[src/rtl/uart_cmd_sender.sv]
// uart_cmd_sender
//   Maps 3-bit game command codes to the ASCII characters understood by the
//   UART command decoder, queues them in a small FIFO and sends each one as
//   an 8N1 frame (start, 8 data bits LSB first, stop) on TX.
//
// Ports
//   Pclk        clock; all state updates on its rising edge
//   RESET       synchronous active-high reset (flushes FIFO, aborts frame)
//   cmd_valid   a command is present on cmd_code
//   cmd_code    3-bit command code
//   cmd_ready   FIFO can accept a command (== !fifo_full)
//   TX          registered UART serial output, idle high
//   busy        serialiser is sending a frame
//   fifo_full   FIFO holds 2**FIFO_AW characters
//   fifo_empty  FIFO holds no characters
//   drop_count  saturating count of commands rejected while full
module uart_cmd_sender #(
   parameter int CLKS_PER_BIT = 868,
   parameter int FIFO_AW      = 2
) (
   input  logic       Pclk,
   input  logic       RESET,
   input  logic       cmd_valid,
   input  logic [2:0] cmd_code,
   output logic       cmd_ready,
   output logic       TX,
   output logic       busy,
   output logic       fifo_full,
   output logic       fifo_empty,
   output logic [7:0] drop_count
);
   localparam int DEPTH = 2 ** FIFO_AW;
   localparam int CW    = FIFO_AW + 1;
   localparam int BW    = (CLKS_PER_BIT > 1) ? $clog2(CLKS_PER_BIT) : 1;
   localparam logic [BW-1:0] BAUD_LAST = BW'(CLKS_PER_BIT - 1);
   localparam logic [CW-1:0] CNT_FULL  = CW'(DEPTH);

   typedef enum logic [1:0] {IDLE, START, DATA, STOP} state_t;

   function automatic logic [7:0] code_to_ascii(input logic [2:0] code);
      logic [7:0] ch;
      case (code)
         3'd0:    ch = 8'h57;  // W
         3'd1:    ch = 8'h53;  // S
         3'd2:    ch = 8'h41;  // A
         3'd3:    ch = 8'h44;  // D
         3'd4:    ch = 8'h20;  // space (black)
         3'd5:    ch = 8'h43;  // C
         3'd6:    ch = 8'h4D;  // M
         default: ch = 8'h59;  // Y
      endcase
      return ch;
   endfunction

   logic [7:0]         mem [DEPTH];
   logic [FIFO_AW-1:0] wr_ptr_q, wr_ptr_d, rd_ptr_q, rd_ptr_d;
   logic [CW-1:0]      count_q, count_d;
   logic [7:0]         drop_q, drop_d;
   state_t             state_q, state_d;
   logic [7:0]         shift_q, shift_d;
   logic [2:0]         bit_cnt_q, bit_cnt_d;
   logic [BW-1:0]      baud_q, baud_d;
   logic               tx_q, tx_d;
   logic               busy_q, busy_d;
   logic               push, pop, baud_done;

   // Flags come from the registered count only, so a full FIFO refuses a
   // push even in a cycle where the serialiser is popping.
   assign fifo_full  = (count_q == CNT_FULL);
   assign fifo_empty = (count_q == '0);
   assign cmd_ready  = !fifo_full;
   assign TX         = tx_q;
   assign busy       = busy_q;
   assign drop_count = drop_q;

   always_comb begin
      push      = cmd_valid && !fifo_full;
      pop       = (state_q == IDLE) && !fifo_empty;
      baud_done = (baud_q == BAUD_LAST);

      wr_ptr_d  = wr_ptr_q;
      rd_ptr_d  = rd_ptr_q;
      count_d   = count_q;
      drop_d    = drop_q;
      state_d   = state_q;
      shift_d   = shift_q;
      bit_cnt_d = bit_cnt_q;
      baud_d    = baud_q;
      tx_d      = tx_q;

      if (push) wr_ptr_d = wr_ptr_q + 1'b1;
      if (pop)  rd_ptr_d = rd_ptr_q + 1'b1;
      case ({push, pop})
         2'b10:   count_d = count_q + 1'b1;
         2'b01:   count_d = count_q - 1'b1;
         default: count_d = count_q;
      endcase

      if (cmd_valid && !push && (drop_q != 8'hFF)) drop_d = drop_q + 1'b1;

      case (state_q)
         IDLE: begin
            tx_d = 1'b1;
            if (pop) begin
               shift_d   = mem[rd_ptr_q];
               bit_cnt_d = '0;
               baud_d    = '0;
               tx_d      = 1'b0;
               state_d   = START;
            end
         end
         START: begin
            if (baud_done) begin
               baud_d  = '0;
               tx_d    = shift_q[0];
               state_d = DATA;
            end else begin
               baud_d = baud_q + 1'b1;
            end
         end
         DATA: begin
            if (baud_done) begin
               baud_d    = '0;
               shift_d   = {1'b0, shift_q[7:1]};
               bit_cnt_d = bit_cnt_q + 1'b1;
               if (bit_cnt_q == 3'd7) begin
                  tx_d    = 1'b1;
                  state_d = STOP;
               end else begin
                  // next data bit is the one about to shift into bit 0
                  tx_d = shift_q[1];
               end
            end else begin
               baud_d = baud_q + 1'b1;
            end
         end
         default: begin  // STOP
            if (baud_done) begin
               baud_d  = '0;
               tx_d    = 1'b1;
               state_d = IDLE;
            end else begin
               baud_d = baud_q + 1'b1;
            end
         end
      endcase

      busy_d = (state_d != IDLE);
   end

   always_ff @(posedge Pclk) begin
      if (RESET) begin
         wr_ptr_q  <= '0;
         rd_ptr_q  <= '0;
         count_q   <= '0;
         drop_q    <= '0;
         state_q   <= IDLE;
         shift_q   <= '0;
         bit_cnt_q <= '0;
         baud_q    <= '0;
         tx_q      <= 1'b1;
         busy_q    <= 1'b0;
      end else begin
         wr_ptr_q  <= wr_ptr_d;
         rd_ptr_q  <= rd_ptr_d;
         count_q   <= count_d;
         drop_q    <= drop_d;
         state_q   <= state_d;
         shift_q   <= shift_d;
         bit_cnt_q <= bit_cnt_d;
         baud_q    <= baud_d;
         tx_q      <= tx_d;
         busy_q    <= busy_d;
      end
   end

   // Storage needs no reset: the pointers and count define what is valid.
   always_ff @(posedge Pclk) begin
      if (push && !RESET) mem[wr_ptr_q] <= code_to_ascii(cmd_code);
   end

endmodule
[config.mk]
export PLATFORM = sky130hd
export DESIGN_NAME = uart_cmd_sender
export DESIGN_NICKNAME = d
export VERILOG_FILES = /design/src/rtl/uart_cmd_sender.sv
export SDC_FILE = /design/constraint.sdc
export NUM_CORES = 1
export LEC_CHECK = 0
export ABC_AREA = 0
export BUFFER_PORTS_ARGS = -buffer_cell sky130_fd_sc_hd__buf_4
export CELL_PAD_IN_SITES_DETAIL_PLACEMENT = 1
export CELL_PAD_IN_SITES_GLOBAL_PLACEMENT = 1
export CORE_UTILIZATION = 43
export DETAILED_ROUTE_END_ITERATION = 10
export PLACE_DENSITY_LB_ADDON = 0.05
export REMOVE_ABC_BUFFERS = 1
export SLEW_MARGIN = 25
export SYNTH_ARGS = -nofsm -noshare
export SYNTH_HDL_FRONTEND = slang
export SYNTH_SLANG_ARGS = --single-unit
[constraint.sdc]
create_clock -name Pclk -period 2.16 [get_ports Pclk]
set_input_delay 0.324 -clock Pclk [delete_from_list [all_inputs] [get_ports Pclk]]
set_output_delay 0.324 -clock Pclk [all_outputs]
set_load 0.02 [all_outputs]
# --- Word level (Yosys, flattened, before mapping) ---
# Memory sizes are Yosys's and may differ from the RTL's. A register that Yosys moved wholly into a read port is not among the register bits.
# Cells that the tools add are included.
word_totals:
  ff_bits: 40
  mem_bits_rw: 32
  wordCells: 81
  n_memories: 1
classes:
  add_sub_neg: 7
  eq_ne: 17
  n_mux: 28
  n_reduce_logical: 18
memory_table:
  columns: ["name", "words", "word_bits", "rd", "rd_clocked_by_memory_dff", "write_ports", "line_no", "text"]
  rows:
  - ["mem", 4, 8, 1, 1, 1, "55", "logic [7:0] mem [DEPTH];"]
ops:
  columns: ["operator", "n"]
  rows:
  - ["7-bit one-hot mux with 7 select lines", 1]
  - ["10-bit two-way mux", 3]
  - ["8-bit two-way mux", 3]
  - ["8-bit one-hot mux with 2 select lines", 1]
  - ["3-bit == test (second input constant)", 5]
  - ["2-bit two-way mux", 7]
  - ["3-bit one-hot mux with 2 select lines", 2]
  - ["10-bit by 1-bit adder with 10-bit output (second input constant)", 1]
  - ["10-bit == test (second input constant)", 1]
  - ["8-bit by 1-bit adder with 8-bit output (second input constant)", 1]
  - ["8-bit inequality test (second input constant)", 1]
  - ["2-bit nonzero test", 4]
  - ["1-bit two-way mux", 7]
  - ["3-bit by 1-bit adder with 3-bit output (second input constant)", 2]
  - ["3-bit by 2-bit == test with 1-bit output (second input constant)", 2]
  - ["3-bit logical NOT", 2]
  - ["3-bit two-way mux", 2]
  - ["2-bit inequality test (second input constant)", 3]
  - ["2-bit one-hot mux with 3 select lines", 1]
  - ["3-bit AND reduction", 2]
  - ["1-bit logical AND", 5]
  - ["2-bit by 1-bit adder with 2-bit output (second input constant)", 2]
  - ["2-bit by 1-bit == test with 1-bit output (second input constant)", 2]
  - ["2-bit == test (second input constant)", 2]
  - ["5 further kinds", 8]

# --- Longest topological paths before layout ---
# Gate-level depths: netlist (run 1).
logic_depth:
  ltp_word: 6
  depth_mapped: 10
  mapped_depth_nobuf: 9

# --- Worst setup path before layout (run 1) ---
# Ideal clock, no wire load.
synth_path:
  path_kind: "register to register"
  from: "reg count_q[0]"
  to: "reg count_q[2]"
  t_arrival_ps: 2221
  t_required_ps: 2089
  setup_slack_ps: -132
  stages_incl_launch_ff: 9
  path_buffers: 0
  synth_period_minus_slack_ps: 2292
  path_cell_list: "dfxtp_1 -> or3b_2 -> nand2_1 -> ha_1 -> inv_1 -> fa_1 -> xor2_1 -> or3_1 -> a21oi_1"
synth_via:
  elab_chain_len: 5
  word_cells_on_any_way: 12
synth_lines:
  columns: ["item", "line_no", "text"]
  rows:
  - ["start, declared", "57", "logic [CW-1:0] count_q, count_d;"]
  - ["start signal, assigned", "166", "count_q <= count_d;"]
  - ["3-bit == test *", "69", "assign fifo_full = (count_q == CNT_FULL);"]
  - ["1-bit logical NOT *", null, null]
  - ["via cmd_ready", "25", "output logic cmd_ready,"]
  - ["1-bit logical AND *", "77", "push = cmd_valid && !fifo_full;"]
  - ["2-bit by 1-bit == test with 1-bit output or 2-bit == test (tied branches)", "93", "case ({push, pop})"]
  - ["3-bit one-hot mux with 2 select lines or 2-bit nonzero test (tied branches)", null, null]
# Mark *: on every way through the listed nets, which the timed path passes. The rest lies on a longest branch.
# A chain may end at the register's enable or synchronous reset.

# --- Worst setup path in the final report (run 1) ---
layout_path:
  from: "reg count_q[1]"
  to: "reg count_q[2]"
layout_via:
  elab_chain_len: 5
  word_cells_on_any_way: 12
layout_lines:
  columns: ["item", "line_no"]
  rows:
  - ["3-bit == test or 3-bit logical NOT (tied branches)", "69, 70"]
  - ["1-bit logical NOT, on equally long branches", "77, 78"]
  - ["1-bit logical AND, on equally long branches", "77, 78"]
  - ["2-bit by 1-bit == test with 1-bit output or 2-bit == test (tied branches)", "93"]
  - ["3-bit one-hot mux with 2 select lines or 2-bit nonzero test (tied branches)", null]
# Several ways; a longest one is shown, not always the timed one.

==> flow_summary.yaml, run 1 <==
pwr:
  clockPowerShare_pct: 24.6
  seqPwrFrac_pct: 40.4
  ir_drop_mv: 0.498
  swShare_pct: 34.2
  netSwitchingPower_mw: 1.42
  powerDensity_mw_per_mm2: 1140
  p_int_mw: 2.73
  leakage_nw: 1.38
  comb_power_share_pct: 35.0
  power_mw: 4.15
route:
  first_iter_violations: 77
  wire_per_inst_um: 15.0
  final_antenna_net_count: 0
  num_vias: 2205
  drcViolationCount: 0
  wl_mm: 6.26
  drt_pass1_iterations: 4
  vias_per_cell: 5.30
setup_path:
  worstPathMaxFanout: 5
  crit_type: "flip-flop to flip-flop"
  crit_arrival_ns: 2.36
  crit_required_ns: 2.44
  startpoint_type: "flip-flop"
  endpoint_kind: "flip-flop"
cells_and_area:
  nets: 331
  syn_to_final_growth_pct: 16.0
  final_util_pct: 52.6
  num_antenna_cells: 0
  fillers: 760
  layout-drive-gt1-share_pct: 21.9
yosys:
  syn-cell-area_mm2: 0.00315
  yosysSeqAreaShare_pct: 52.7
  synth_ff_type: "dfxtp_1"
  syn_avg_cell_area_um2: 11.0
  synth_edf_count: 28
  ys_warn_count: 0
  netlist_top_cells_area: "edfxtp_1 27%, dfxtp_1 26%, mux4_2 5.0%, nand2_1 4.1%, ha_1 3.6%"
  synth_largest_area_cell: "edfxtp_1"
  async_flop_share_pct: 0
  syn-instance-count: 286
  synth_top_area_share_pct: 26.7
  ys_ff_latch: 69
  ys_types: 49
timing:
  clock_skew_ns: 0.00859
  min_period_ns: 2.08
  report.final.slew_viol_count: 0
  fmax_mhz: 481
  worst_pin_slew_ns: 0.676
  slew_headroom_pct: 54.7
  setup_viol: 0
  hold_violations: 0
  min_period_over_period_pct: 96.2
  worst_slack_ns: 0.0818
cts:
  cts_buffer_depth: 2
  htreeDepth: 3
  numCtsBuffers: 9
  ctsRootBufferMaster: "clkbuf_8"
  cts_tree: "yes"
  insertion_delay_ns: 0.34
  clk_transition_reported_paths_ns: 0.08
  cts.sinks: 69
floorplanning:
  fp.dieW_um: 87.6
  fp.dieArea_mm2: 0.00767
  dieHeight_um: 87.6
  io_pins: 19
  initial_core_util_pct: 45.4
  std_cell_rows: 30
  core_mm2: 0.00694
global_routing:
  grt.overflow.total: 0
  grt_pass1_wl_mm: 10.9
  grt_pass1_vias: 2286
  grt_max_degree: 19
  grt_usage_pct: 18.7
  antenna_found_initial: 0
worst_hold_path:
  hold_path.class: "input port to flip-flop"
flow_run:
  drv_cap: 0
placed_design:
  numPortBuffers: 18
  gp_congestion: 0.767
  detailedPlace.worstSlack_ns: -0.0810
  hpwlAfterDp_mm: 4.39
outcome:
  status: "finished clean"
## flip-flops by register name (all words and copies together), names as in the netlist, named ones only
name	cells
mem	28
baud_q	10
drop_count	8
shift_q	7
bit_cnt_q	3
count_q	3
rd_ptr_q	2
state_q	2
wr_ptr_q	2
TX	1
busy	1
## what timing repair did
item | 4_1_cts | 5_1_grt
setup buffers | 0 | 1
resized for setup | 4 | 5
hold buffers | 0 | 0
setup endpoints to repair | 1 | 1
## cells in the mapped netlist, drive strengths merged (2+ instances only)
cell type  number
edfxtp         28
dfxtp          41
nor3            3
or3             6
mux4            7
buf             9
nand2b          3
xnor2           2
nand3          21
a22o            7
o21ai          10
a21oi          13
o2111ai         2
and3            4
nand2          35
ha              9
a31oi           2
nor2           21
o211ai          6
and2            9
inv            10
or4             2
nand4           6
xor2           12
clkbuf          3
o21bai          2
## power by group through the flow
stage	clock, mW	sequential, mW	combinational [mW]
after CTS	1.05	1.68	1.39
final	1.02	1.68	1.45
after detailed placement	0	1.70	1.36
after floorplan	0	1.72	0.863
after global routing	1.10	1.71	1.62
after global placement	0	1.70	1.32
## critical path, cell delays in order, from the launching register on
cell     delay (ns)
dfxtp_2        0.34
or3b_4         0.40
nand2_4        0.10
ha_4           0.14
inv_1          0.05
fa_1           0.37
xor2_1         0.16
or3_1          0.33
a21oi_2        0.14
## routing by layer
layer | track usage [%] | vias up | share of wire (%)
met1 | 25.7 | 1068 | 50
li1 | - | 1095 | -
met2 | 28.7 | 31 | 46
met4 | 9.24 | 0 | 2.0
met5 | 0 | - | 0
met3 | 3.20 | 11 | 2.2
## metrics by stage
stage	std cells	TNS, ns	hold WS (ns)	instance area [um^2]
finish	416	0	0.239	3660
floorplan	274	-0.131	0.393	3090
global placement	399	0	0.461	3420
CTS	415	0	0.246	3620
global route	416	-0.0177	0.252	3660
detailed placement	399	-0.0810	0.461	3420
## worst paths after layout
path / slack [ns] / depth (start not counted) / start / end
setup / recovery: 0.08 / 8 / count_q[1]$_SDFFE_PP0P_ / count_q[2]$_SDFFE_PP0P_
hold / removal: 0.24 / 2 / RESET / count_q[2]$_SDFFE_PP0P_
setup reg to reg: 0.08 / 8 / count_q[1]$_SDFFE_PP0P_ / count_q[2]$_SDFFE_PP0P_
hold reg to reg: 0.48 / 2 / bit_cnt_q[2]$_SDFFE_PP0P_ / bit_cnt_q[2]$_SDFFE_PP0P_
## layout by cell type, fill, tap and decap left out, types with 2 or more instances in the layout
cell type,netlist,routed
ha_1,9,8
a22o_1,7,7
dfxtp_2,0,2
nand3_1,21,21
nand2_1,34,33
xnor2_1,2,2
mux4_2,7,7
nor2_1,21,21
o21ai_0,10,10
or3_1,6,5
nand4_1,5,5
buf_4,1,30
and3_2,2,2
o211ai_1,6,6
o21bai_1,2,2
and2_1,8,8
clkinvlp_4,0,2
o2111ai_1,2,2
edfxtp_1,28,28
nand2b_1,3,3
inv_1,9,9
or4_1,2,2
a21oi_1,12,11
nor3_1,2,2
clkbuf_8,0,9
a31oi_1,2,2
xor2_1,12,12
and3_1,2,2
dfxtp_1,41,39
clkinv_1,0,2
## cells by family after synthesis
| group | Yosys count | share of synthesized area, % |
|---|---|---|
| AND/OR/NAND/NOR | 118 | 20.8 |
| flip-flops | 69 | 52.7 |
| AO/OA/AOI/OAI | 45 | 9.65 |
| buffers and inverters | 22 | 3.38 |
| XOR/XNOR | 14 | 3.89 |
| adder cells (fa/ha/maj) | 10 | 4.21 |
| multiplexers | 8 | 5.32 |
## cell type report
type	instances	area, um^2	share of cell area, %
multi-input combinational	195	1410	38.7
tap	96	120	3.29
clock inverter	7	66.3	1.81
sequential	69	1660	45.5
inverter	10	42.5	1.16
clock buffer	9	124	3.39
timing repair buffer	30	225	6.16
(Power assumes the default switching activity.)
==> run 2, diff against run 1 <==
--- a/config.mk
+++ b/config.mk
@@ -11,7 +11,8 @@
 export CELL_PAD_IN_SITES_GLOBAL_PLACEMENT = 1
 export CORE_UTILIZATION = 43
 export DETAILED_ROUTE_END_ITERATION = 10
-export PLACE_DENSITY_LB_ADDON = 0.05
+export PLACE_DENSITY_LB_ADDON = 0.1
+export RECOVER_POWER = 50
 export REMOVE_ABC_BUFFERS = 1
 export SLEW_MARGIN = 25
 export SYNTH_ARGS = -nofsm -noshare
==> run 2 against run 1 <==
Sequential cell count is the same. Worst setup slack better by 0.019 ns. Critical path type unchanged. Sequential power about the same. Worst hold slack improved by 0.013 ns. Combinational power is 6% lower. Sequential share of layout area up 0.89 points. Via count down 1.4%. Wire length decreased by 1.6%. Clock-buffer cell count stayed put. Highest routed layer unchanged. Clock power fell by 6%. Final area shrank 1.9%.
==> flow_summary.yaml, run 2 (synthesis gave the netlist of run 1 again) <==
outcome:
  status: "finished clean"
route:
  num_vias: 2175
  wire_per_inst_um: 14.8
  drcViolationCount: 0
  vias_per_cell: 5.22
  wl_mm: 6.15
  drt_pass1_iterations: 4
  final_antenna_net_count: 0
  first_iter_violations: 66
global_routing:
  met2_usage_pct: 28.1
  use_met1_pct: 24.3
  grt.overflow.total: 0
  top_usage_layer: "met2"
  use_met3_pct: 5.66
  grt_usage_pct: 18.2
  grt_pass1_wl_mm: 10.5
  grt_max_degree: 18
  grt_pass1_vias: 2224
  antenna_found_initial: 0
timing:
  tns_ns: 0
  slew_headroom_pct: 54.4
  report.final.slew_viol_count: 0
  rsz0062_at_grt: "no"
  setup_viol: 0
  worst_pin_slew_ns: 0.680
  hold_violations: 0
  clock_skew_ns: 0.0110
  worst_slack_ns: 0.101
  min_period_ns: 2.06
  min_period_over_period_pct: 95.3
  fmax_mhz: 486
floorplanning:
  std_cell_rows: 30
  io_pins: 19
  core_mm2: 0.00694
  fp.dieW_um: 87.6
  initial_core_util_pct: 45.4
  dieHeight_um: 87.6
  fp.dieArea_mm2: 0.00767
cells_and_area:
  num_antenna_cells: 0
  syn_to_final_growth_pct: 13.8
  nets: 332
  largest_register_ffs: 28
  stdcell_area_mm2: 0.00359
  layout-drive-gt1-share_pct: 18.4
  fillers: 768
  regMostFlops: "mem"
  final_cell_mix: "39 x dfxtp_1, 33 x nand2_1, 28 x edfxtp_1"
  layout_commonest_cell: "dfxtp_1"
  final_util_pct: 51.6
setup_path:
  reg2reg_from: "count_q[2]$_SDFFE_PP0P_"
  reg2regPathDepth: 10
  worstSetupStartpoint: "count_q[2]$_SDFFE_PP0P_"
  crit_arrival_ns: 2.34
  ff2ff_setup_slack_ns: 0.10
  crit_type: "flip-flop to flip-flop"
  endpoint_kind: "flip-flop"
  startpoint_type: "flip-flop"
  worstPathMaxFanout: 7
  rr_endpoint: "count_q[2]$_SDFFE_PP0P_"
  setup.worst_path.end: "count_q[2]$_SDFFE_PP0P_"
  crit_required_ns: 2.44
pwr:
  clockPowerShare_pct: 23.8
  leakage_nw: 1.32
  power_mw: 4.01
  ir_drop_mv: 0.423
  seqPwrFrac_pct: 41.9
  comb_power_share_pct: 34.3
  powerDensity_mw_per_mm2: 1120
  p_int_mw: 2.59
  netSwitchingPower_mw: 1.42
  swShare_pct: 35.4
cts:
  ctsRootBufferMaster: "clkbuf_8"
  cts_hold_buf: 0
  htreeDepth: 3
  numCtsBuffers: 9
  cts_tree: "yes"
  clk_transition_reported_paths_ns: 0.08
  cts_buffer_depth: 2
  cts.sinks: 69
  insertion_delay_ns: 0.35
worst_hold_path:
  hold_path.class: "input port to flip-flop"
placed_design:
  detailedPlace.worstSlack_ns: -0.0373
  numPortBuffers: 18
  gp_congestion: 0.707
  hpwlAfterDp_mm: 4.39
  placed_area_mm2: 0.00342
flow_run:
  drv_cap: 0
run 2: critical path, stage by stage (launching register included):
cell,delay [ns]
dfxtp_2,0.33
buf_4,0.13
or3_4,0.42
nand2_8,0.10
inv_6,0.05
ha_1,0.19
inv_1,0.07
fa_2,0.19
xor2_1,0.07
or3_1,0.31
a21oi_1,0.13
run 2: worst min path at each step:
stage,endpoint,from,cells after the start
floorplan,baud_q[3]$_SDFFE_PP0P_,RESET,1
global route,count_q[2]$_SDFFE_PP0P_,RESET,2
global placement,shift_q[5]$_SDFFE_PP0P_,shift_q[5]$_SDFFE_PP0P_,1
detailed placement,shift_q[5]$_SDFFE_PP0P_,shift_q[5]$_SDFFE_PP0P_,1
CTS,count_q[2]$_SDFFE_PP0P_,RESET,2
finish,count_q[2]$_SDFFE_PP0P_,RESET,2
run 2: layout make-up:
cell class	count	area, um^2	share of cell area (%)
flip-flops and latches	69	1660	46.4
multi-input cells	195	1400	38.9
repair buffers	31	184	5.13
clock buffers	9	124	3.45
well taps	96	120	3.35
clock inverters	7	56.3	1.57
inverters	10	42.5	1.19
run 2: power groups by stage:
stage	logic (mW)	registers, mW	clock network [mW]
after floorplan	0.863	1.72	0
after global placement	1.29	1.70	0
after detailed placement	1.32	1.71	0
after CTS	1.34	1.68	0.986
after global routing	1.53	1.71	1.03
final	1.37	1.68	0.955
run 2: through the flow:
step	cells	hold slack (ns)
finish	417	0.252
CTS	414	0.231
global route	417	0.240
floorplan	274	0.393
detailed placement	398	0.461
global placement	398	0.461
run 2: timing repair:
item	CTS	global route
cloned	0	0
pin swaps	0	1
buffers inserted	0	3
endpoints found under the setup margin	1	1
endpoints found under the hold margin	0	0
resized for setup	3	3
run 2: metal layers:
metal	up-vias	part of all wire [%]
li1	1103	-
met1	1040	49
met2	26	46
met3	6	3.0
met4	0	1.2
met5	-	0
==> run 3, diff against run 2 <==
--- a/config.mk
+++ b/config.mk
@@ -7,6 +7,7 @@
 export LEC_CHECK = 0
 export ABC_AREA = 0
 export BUFFER_PORTS_ARGS = -buffer_cell sky130_fd_sc_hd__buf_4
+export CAP_MARGIN = 15
 export CELL_PAD_IN_SITES_DETAIL_PLACEMENT = 1
 export CELL_PAD_IN_SITES_GLOBAL_PLACEMENT = 1
 export CORE_UTILIZATION = 43
==> constraint.sdc (replaced) <==
create_clock -name Pclk -period 2.16 [get_ports Pclk]
set_input_delay 0.432 -clock Pclk [delete_from_list [all_inputs] [get_ports Pclk]]
set_output_delay 0.432 -clock Pclk [all_outputs]
set_load 0.02 [all_outputs]
==> run 3 against run 2 <==
Die area is the same. Via count grew 1.7%. Critical path depth shrank 2. Core utilization grew 1.7 points. Non-clock buffer count grew 2. Largest cell class unchanged.
==> flow_summary.yaml, run 3 (synthesis gave the netlist of run 1 again) <==
outcome:
  status: "finished clean"
timing:
  report.final.slew_viol_count: 0
  tns_ns: 0
  min_period_ns: 2.09
  worst_pin_slew_ns: 0.704
  slew_headroom_pct: 52.8
  clock_skew_ns: 0.00894
  setup_viol: 0
  worst_slack_ns: 0.0708
  fmax_mhz: 479
  hold_violations: 0
  holdWs_ns: 0.393
  rsz0062_at_grt: "no"
  min_period_over_period_pct: 96.7
setup_path:
  endpoint_kind: "flip-flop"
  startpoint_type: "flip-flop"
  reg2reg_from: "count_q[1]$_SDFFE_PP0P_"
  rr_endpoint: "count_q[2]$_SDFFE_PP0P_"
  crit_type: "flip-flop to flip-flop"
  crit_arrival_ns: 2.37
  worstPathMaxFanout: 4
  ff2ff_setup_slack_ns: 0.07
  reg2regPathDepth: 8
  crit_required_ns: 2.44
cts:
  cts_tree: "yes"
  cts.sinks: 69
  clk_transition_reported_paths_ns: 0.08
  numCtsBuffers: 9
  cts_hold_buf: 0
  htreeDepth: 3
  insertion_delay_ns: 0.35
  ctsRootBufferMaster: "clkbuf_8"
  cts_buffer_depth: 2
route:
  wire_per_inst_um: 15.2
  first_iter_violations: 79
  drt_pass1_iterations: 4
  wl_mm: 6.37
  final_antenna_net_count: 0
  vias_per_cell: 5.28
  num_vias: 2211
  drcViolationCount: 0
cells_and_area:
  ff_latch_area_mm2: 0.00167
  fillers: 751
  final_cell_mix: "38 x dfxtp_1, 33 x nand2_1, 30 x buf_4"
  multi_input_area_mm2: 0.00142
  nets: 334
  syn_to_final_growth_pct: 17.7
  layout-drive-gt1-share_pct: 22.9
  largest_register_ffs: 28
  num_antenna_cells: 0
  layoutNonFillerInstCount: 419
  regMostFlops: "mem"
  layout_commonest_cell: "dfxtp_1"
worst_hold_path:
  holdPathEnd: "wr_ptr_q[1]$_SDFFE_PP0P_"
  hold_depth: 3
  hold_path.class: "input port to flip-flop"
  min_from: "cmd_valid"
floorplanning:
  std_cell_rows: 30
  fp.dieArea_mm2: 0.00767
  dieHeight_um: 87.6
  core_mm2: 0.00694
  initial_core_util_pct: 45.4
  fp.dieW_um: 87.6
  io_pins: 19
global_routing:
  grt.overflow.total: 0
  grt_usage_pct: 18.5
  antenna_found_initial: 0
  grt_pass1_vias: 2191
  grt_pass1_wl_mm: 10.6
  grt_max_degree: 19
placed_design:
  hpwlAfterDp_mm: 4.53
  gp_congestion: 0.763
  place_inst: 399
  numPortBuffers: 18
  detailedPlace.worstSlack_ns: -0.0729
flow_run:
  drv_cap: 0
pwr:
  ir_drop_mv: 0.546
  comb_power_share_pct: 33.8
  power_mw: 4.32
  seqPwrFrac_pct: 39.1
  powerDensity_mw_per_mm2: 1170
  swShare_pct: 33.5
  clockPowerShare_pct: 27.1
  p_int_mw: 2.87
  leakage_nw: 1.40
  netSwitchingPower_mw: 1.45
[run 3: stage by stage]
stage,instance area [um^2],utilization [%]
2_1_floorplan,3090,-
3_3_place_gp,3420,49.3
3_5_place_dp,3420,49.3
4_1_cts,3660,52.7
5_1_grt,3710,53.4
6_report,3710,53.4
[run 3: power groups by stage]
stage               clock network (mW)  registers [mW]  logic, mW
global placement                     0            1.70       1.30
global route                      1.25            1.72       1.61
finish                            1.17            1.69       1.46
floorplan                            0            1.72      0.863
CTS                               1.20            1.69       1.37
detailed placement                   0            1.71       1.34
[run 3: area by class of cell]
cell class	count	share of cell area, %
Timing Repair Buffer	33	6.38
Multi-Input combinational cell	195	38.2
Inverter	10	1.15
Clock inverter	7	2.63
Sequential cell	69	45.1
Tap cell	96	3.24
Clock buffer	9	3.34
[run 3: what timing repair did]
item,in CTS,in global routing
pin swaps,0,4
buffers inserted,0,4
endpoints found under the setup margin,1,1
resized for setup,5,8
[run 3: layer usage]
layer | share of wire (%) | track usage, % | routed length [um]
met2 | 47 | 28.0 | 2980
met4 | 1.3 | 8.49 | 81
met5 | 0 | 0 | 0
met3 | 3.2 | 4.34 | 204
met1 | 49 | 25.3 | 3110
[run 3: how the worst max path moves through the flow]
stage	start	to	cells past startpoint
5_1_grt	count_q[1]$_SDFFE_PP0P_	count_q[2]$_SDFFE_PP0P_	8
3_5_place_dp	count_q[0]$_SDFFE_PP0P_	count_q[2]$_SDFFE_PP0P_	8
4_1_cts	count_q[0]$_SDFFE_PP0P_	count_q[2]$_SDFFE_PP0P_	8
2_1_floorplan	count_q[0]$_SDFFE_PP0P_	count_q[2]$_SDFFE_PP0P_	8
6_report	count_q[1]$_SDFFE_PP0P_	count_q[2]$_SDFFE_PP0P_	8
3_3_place_gp	count_q[2]$_SDFFE_PP0P_	count_q[2]$_SDFFE_PP0P_	8
[run 3: critical path: stages (launching register included)]
cell     delay, ns
dfxtp_4       0.35
or3b_4        0.42
nand2_4       0.08
ha_4          0.13
inv_1         0.05
fa_2          0.33
xor2_1        0.16
or3_1         0.39
a21oi_2       0.12
